<file path="config.mk">
export PLATFORM = sky130hd
export DESIGN_NAME = load_store_unit
export DESIGN_NICKNAME = d
export VERILOG_FILES = /design/src/rtl/load_store_unit.sv
export SDC_FILE = /design/constraint.sdc
export NUM_CORES = 1
export LEC_CHECK = 0
export CAP_MARGIN = 20
export CORE_MARGIN = 4
export CORE_UTILIZATION = 40
export DETAILED_ROUTE_END_ITERATION = 10
export GPL_ROUTABILITY_DRIVEN = 1
export PLACE_DENSITY = 0.66
export SYNTH_ARGS = -nofsm -noshare
export SYNTH_HDL_FRONTEND = slang
export SYNTH_SLANG_ARGS = --single-unit
</file>
<file path="constraint.sdc">
create_clock -name clk -period 6 [get_ports clk]
set_input_delay 0.6 -clock clk [delete_from_list [all_inputs] [get_ports clk]]
set_output_delay 0.6 -clock clk [all_outputs]
set_load 0.03 [all_outputs]
</file>
<file path="src/rtl/load_store_unit.sv">
// load_store_unit: multi-cycle MIPS32 memory-access stage.
// Forms EA = base + offset_ext, checks alignment, and runs one req/ack
// transaction with data memory. Loads return sign/zero-extended lane data.
//
// Ports:
//   clk, rst_n             clock (rising edge), async active-low reset
//   start, op              access request (sampled in IDLE) and access type
//   base, offset_ext       address operands
//   store_data             rt value for stores
//   busy, done             in-flight indicator, one-cycle completion pulse
//   load_data              extended load result, held until the next done
//   misaligned, timeout_err  completion status, valid with done
//   mem_req/we/addr/wdata/be  memory request side
//   mem_ack, mem_rdata     memory response side
module load_store_unit #(
    parameter int unsigned TIMEOUT = 16
) (
    input  logic        clk,
    input  logic        rst_n,
    input  logic        start,
    input  logic [2:0]  op,
    input  logic [31:0] base,
    input  logic [31:0] offset_ext,
    input  logic [31:0] store_data,
    output logic        busy,
    output logic        done,
    output logic [31:0] load_data,
    output logic        misaligned,
    output logic        timeout_err,
    output logic        mem_req,
    output logic        mem_we,
    output logic [31:0] mem_addr,
    output logic [31:0] mem_wdata,
    output logic [3:0]  mem_be,
    input  logic        mem_ack,
    input  logic [31:0] mem_rdata
);

    localparam int unsigned CW = $clog2(TIMEOUT + 1);

    typedef enum logic [1:0] {S_IDLE, S_ADDR, S_REQ, S_DONE} state_e;
    typedef enum logic [2:0] {
        OP_LW = 3'b000, OP_LH = 3'b001, OP_LB = 3'b010, OP_LHU = 3'b011,
        OP_LBU = 3'b100, OP_SW = 3'b101, OP_SH = 3'b110, OP_SB = 3'b111
    } op_e;

    state_e          state_q, state_d;
    op_e             op_q, op_d;
    logic [31:0]     base_q, base_d;
    logic [31:0]     off_q, off_d;
    logic [31:0]     sdata_q, sdata_d;
    logic [1:0]      lane_q, lane_d;
    logic [CW-1:0]   cnt_q, cnt_d;
    logic [31:0]     addr_q, addr_d;
    logic            we_q, we_d;
    logic [3:0]      be_q, be_d;
    logic [31:0]     wdata_q, wdata_d;
    logic [31:0]     ldata_q, ldata_d;
    logic            mis_q, mis_d;
    logic            tmo_q, tmo_d;

    logic [31:0] ea;
    logic        is_store, is_word, is_half, mis_now;
    logic [3:0]  be_calc;
    logic [31:0] wdata_calc, shifted, ld_ext;

    always_comb begin
        ea       = base_q + off_q;
        is_store = (op_q == OP_SW) || (op_q == OP_SH) || (op_q == OP_SB);
        is_word  = (op_q == OP_LW) || (op_q == OP_SW);
        is_half  = (op_q == OP_LH) || (op_q == OP_LHU) || (op_q == OP_SH);
        mis_now  = is_word ? (ea[1:0] != 2'b00) : (is_half ? ea[0] : 1'b0);

        if (is_word) begin
            be_calc    = 4'b1111;
            wdata_calc = sdata_q;
        end else if (is_half) begin
            be_calc    = ea[1] ? 4'b1100 : 4'b0011;
            wdata_calc = {2{sdata_q[15:0]}};
        end else begin
            be_calc    = 4'b0001 << ea[1:0];
            wdata_calc = {4{sdata_q[7:0]}};
        end

        // Bring the addressed lane down to bit 0 before extending.
        shifted = mem_rdata >> {lane_q, 3'b000};
        unique case (op_q)
            OP_LH:   ld_ext = {{16{shifted[15]}}, shifted[15:0]};
            OP_LHU:  ld_ext = {16'h0000, shifted[15:0]};
            OP_LB:   ld_ext = {{24{shifted[7]}}, shifted[7:0]};
            OP_LBU:  ld_ext = {24'h000000, shifted[7:0]};
            default: ld_ext = shifted;
        endcase
    end

    always_comb begin
        state_d = state_q;
        op_d    = op_q;
        base_d  = base_q;
        off_d   = off_q;
        sdata_d = sdata_q;
        lane_d  = lane_q;
        cnt_d   = cnt_q;
        addr_d  = addr_q;
        we_d    = we_q;
        be_d    = be_q;
        wdata_d = wdata_q;
        ldata_d = ldata_q;
        mis_d   = mis_q;
        tmo_d   = tmo_q;

        unique case (state_q)
            S_IDLE: begin
                if (start) begin
                    op_d    = op_e'(op);
                    base_d  = base;
                    off_d   = offset_ext;
                    sdata_d = store_data;
                    mis_d   = 1'b0;
                    tmo_d   = 1'b0;
                    state_d = S_ADDR;
                end
            end
            S_ADDR: begin
                lane_d = ea[1:0];
                cnt_d  = '0;
                if (mis_now) begin
                    mis_d   = 1'b1;
                    state_d = S_DONE;
                end else begin
                    addr_d  = {ea[31:2], 2'b00};
                    we_d    = is_store;
                    be_d    = be_calc;
                    wdata_d = wdata_calc;
                    state_d = S_REQ;
                end
            end
            S_REQ: begin
                // Ack wins over timeout when both land in the last cycle.
                if (mem_ack) begin
                    if (!is_store) ldata_d = ld_ext;
                    state_d = S_DONE;
                end else if (cnt_q == CW'(TIMEOUT - 1)) begin
                    tmo_d   = 1'b1;
                    state_d = S_DONE;
                end else begin
                    cnt_d = cnt_q + CW'(1);
                end
            end
            default: state_d = S_IDLE;
        endcase
    end

    always_ff @(posedge clk or negedge rst_n) begin
        if (!rst_n) begin
            state_q <= S_IDLE;
            op_q    <= OP_LW;
            base_q  <= '0;
            off_q   <= '0;
            sdata_q <= '0;
            lane_q  <= '0;
            cnt_q   <= '0;
            addr_q  <= '0;
            we_q    <= 1'b0;
            be_q    <= '0;
            wdata_q <= '0;
            ldata_q <= '0;
            mis_q   <= 1'b0;
            tmo_q   <= 1'b0;
        end else begin
            state_q <= state_d;
            op_q    <= op_d;
            base_q  <= base_d;
            off_q   <= off_d;
            sdata_q <= sdata_d;
            lane_q  <= lane_d;
            cnt_q   <= cnt_d;
            addr_q  <= addr_d;
            we_q    <= we_d;
            be_q    <= be_d;
            wdata_q <= wdata_d;
            ldata_q <= ldata_d;
            mis_q   <= mis_d;
            tmo_q   <= tmo_d;
        end
    end

    // Status outputs decode straight from the state register so that an
    // asynchronous reset drops them immediately.
    assign busy        = (state_q == S_ADDR) || (state_q == S_REQ);
    assign done        = (state_q == S_DONE);
    assign mem_req     = (state_q == S_REQ);
    assign mem_we      = we_q;
    assign mem_addr    = addr_q;
    assign mem_wdata   = wdata_q;
    assign mem_be      = be_q;
    assign load_data   = ldata_q;
    assign misaligned  = mis_q;
    assign timeout_err = tmo_q;

endmodule
</file>
==> impl_metrics.tcl <==
set metrics [dict create \
    max_cap_violations 0 \
    grt_usage_pct 19.4 \
    numCtsBuffers 24 \
    vias 8547 \
    antenna_found_initial 0 \
    clock_path_buffers 3 \
    cts_tree "yes" \
    synth_edf_count 0 \
    fin_crit_ns 3.19 \
    tightest_slew_ns 1.09 \
    clockRootBuffer "clkbuf_16" \
    drt_pass1_iterations 5 \
    path_class "flop to flop" \
    globalRoute.totalOverflow 0 \
    dp_hpwl_um 21800 \
    layout.cells.non_filler 1606 \
    crit_path_max_fanout 103 \
    syn_to_final_growth_pct 33.0 \
    place_inst 1562 \
    end_kind "flop" \
    power.density_nw_per_um2 686 \
    status "completed" \
    fin_crit_sh_pct 53.2 \
    yosysSeqAreaShare_pct 48.8 \
    clk_latency_ns 0.51 \
    netlist_area_um2 10700 \
    die_x_um 172 \
    cts_resized 0 \
    finalInstanceArea_um2 14300 \
    grt_max_degree 121 \
    drcViolationCount 0 \
    ys_types 68 \
    die_h_um 172 \
    routedWlPerCell_um 18.6 \
    reg2reg_to "mem_addr[28]$_DFFE_PN0P_" \
    maxSlewHeadroom_pct 27.4 \
    synth.yosys.warnings 0 \
    rsz0062_at_grt "no" \
    fmax_mhz 313 \
    gp_congestion 0.834 \
    syn_avg_cell_area_um2 10.3 \
    ant_nets 0 \
    r2r_slack_ns 2.81 \
    grt_pass1_vias 8469 \
    p_leak_uw 0.00615 \
    num_rows 59 \
    synthFlopType "dfrtp_1" \
    dieArea_um2 29500 \
    r2r_start "base_q[0]$_DFFE_PN0P_" \
    arrival_ns 3.63 \
    crit_path_start_kind "flop" \
    routed_wirelength_um 29800 \
    required_ns 6.43 \
    utilization_pct 54.4 \
    start_util_pct 40.9 \
    ys_ff_latch 209 \
    clkSinkCount 209 \
    post_cts_buffers 0 \
    core-area_um2 26200 \
    diodes 0 \
    clk_pin_slew_worst_paths_ns 0.06 \
    hold_violations 0 \
    hold_buffers 0 \
    drv_slew 0 \
    top_level_ports 241 \
    place_area_um2 13400 \
    synthCells 1038 \
    r2r_cells 7 \
    detail_route.vias_per_cell 5.32 \
    setup_tns_ns 0 \
    setup_violations 0 \
    htree_levels 1 \
    fin_skew_ns 0.0116 \
    drtIter0Drc 589 \
    grt_pass1_wl_um 45900 \
    drive_above_1_share_pct 14.4 \
    hp-class "input pin to async pin" \
    ir_drop_mv 0.336 \
    synthArstFlopShare_pct 100 \
    final_net_count 1428 \
    io_buffers 238 \
]
==> placed cells by master, fill, tap and decap left out, drive strengths merged, types with 3 or more instances in the layout <==
cell type and instances:
nand2b 6, and3 4, nor2 70, o31ai 6, o21bai 3, o22a 8, xor2 12, nand4 9
o211ai 13, o21ai 78, mux2i 32, ha 38, nor2b 5, buf 5, clkbuf 33, a21oi 69
a211o 3, a211oi 8, nand2 175, a21boi 3, o21a 8, clkinv 4, or3 3, dfrtp 209
clkdlybuf4s50 237, mux2 109, bufinv 5, a21o 14, and4 3, xnor2 12, a31oi 15, nor3 15
nand3b 3, inv 15, nand3 11
==> critical path, cell delays in order (launching register included) <==
cell,delay [ns]
dfrtp_1,0.38
ha_1,0.22
fa_1,0.56
nor2b_1,0.18
o221a_2,0.30
nand2b_4,0.62
or4_1,0.71
nand4_1,0.10
==> registers in the layout, summed over array words and instances, names as in the netlist, 3 cells and up <==
name       cells
base_q        32
cnt_q          5
mem_addr      30
mem_be         4
mem_wdata     32
sdata_q       32
op_q           3
off_q         32
load_data     32
==> how the worst max path moves through the flow <==
stage	from	endpoint
after CTS	base_q[0]$_DFFE_PN0P_	mem_addr[28]$_DFFE_PN0P_
final	base_q[0]$_DFFE_PN0P_	mem_addr[28]$_DFFE_PN0P_
after global placement	base_q[0]$_DFFE_PN0P_	mem_addr[28]$_DFFE_PN0P_
after global routing	base_q[0]$_DFFE_PN0P_	mem_addr[28]$_DFFE_PN0P_
after detailed placement	base_q[0]$_DFFE_PN0P_	mem_addr[28]$_DFFE_PN0P_
after floorplan	base_q[0]$_DFFE_PN0P_	mem_addr[25]$_DFFE_PN0P_
==> synthesized netlist by cell type, types with 14 or more instances <==
library cell | number | area, µm²
a21o_1 | 14 | 105
a21oi_1 | 65 | 325
a31oi_1 | 15 | 93.8
buf_2 | 16 | 80.1
clkbuf_1 | 31 | 116
dfrtp_1 | 209 | 5230
ha_1 | 38 | 475
inv_1 | 15 | 56.3
mux2_2 | 109 | 1230
mux2i_1 | 32 | 320
nand2_1 | 173 | 649
nor2_1 | 67 | 251
o21ai_0 | 69 | 345
==> routing by layer <==
metal  wire length [µm]  GRT usage (%)  vias up  part of all wire (%)
li1                   -              -     4098                     -
met1              12800           25.4     4166                    43
met2              14800           34.0      248                    50
met3               1670           3.15       35                   5.6
met4                534           4.03        0                   1.8
met5                  0              0        -                     0
==> power breakdown <==
group / switching [µW] / leakage (µW) / total, µW / internal (µW)
Combinational: 3190 / 0.00320 / 5500 / 2320
Clock: 580 / 0.000433 / 1610 / 1030
Sequential: 539 / 0.00252 / 2660 / 2120
Total: 4310 / 0.00615 / 9780 / 5470
==> cell type report <==
class,count,area (µm²)
Sequential cell,209,5230
Clock inverter,11,185
Tap cell,335,419
Clock buffer,32,702
Inverter,15,56.3
Timing Repair Buffer,243,2440
Multi-Input combinational cell,761,5220
Fill cell,2298,12000
==> metrics by stage <==
step	worst slack (ns)	power (µW)	hold slack (ns)
finish	2.81	9780	0.124
floorplan	3.59	6450	0.304
global placement	2.86	8060	0.459
global route	2.61	10500	0.185
detailed placement	2.82	8170	0.463
CTS	2.79	9830	0.153
==> logic make-up (layout without fill, tap and decap cells) <==
logic type / Yosys count / after routing / share of synthesized area [%]
compound gates: 242 / 242 / 14.6
xor+xnor: 24 / 24 / 1.96
fa+ha+maj: 39 / 39 / 4.62
buf+inv: 69 / 301 / 2.74
flops: 209 / 209 / 48.8
mux: 141 / 141 / 14.4
other cells: 1 / 2 / 0.0350
simple gates: 313 / 313 / 12.9
(Power assumes the default switching activity.)
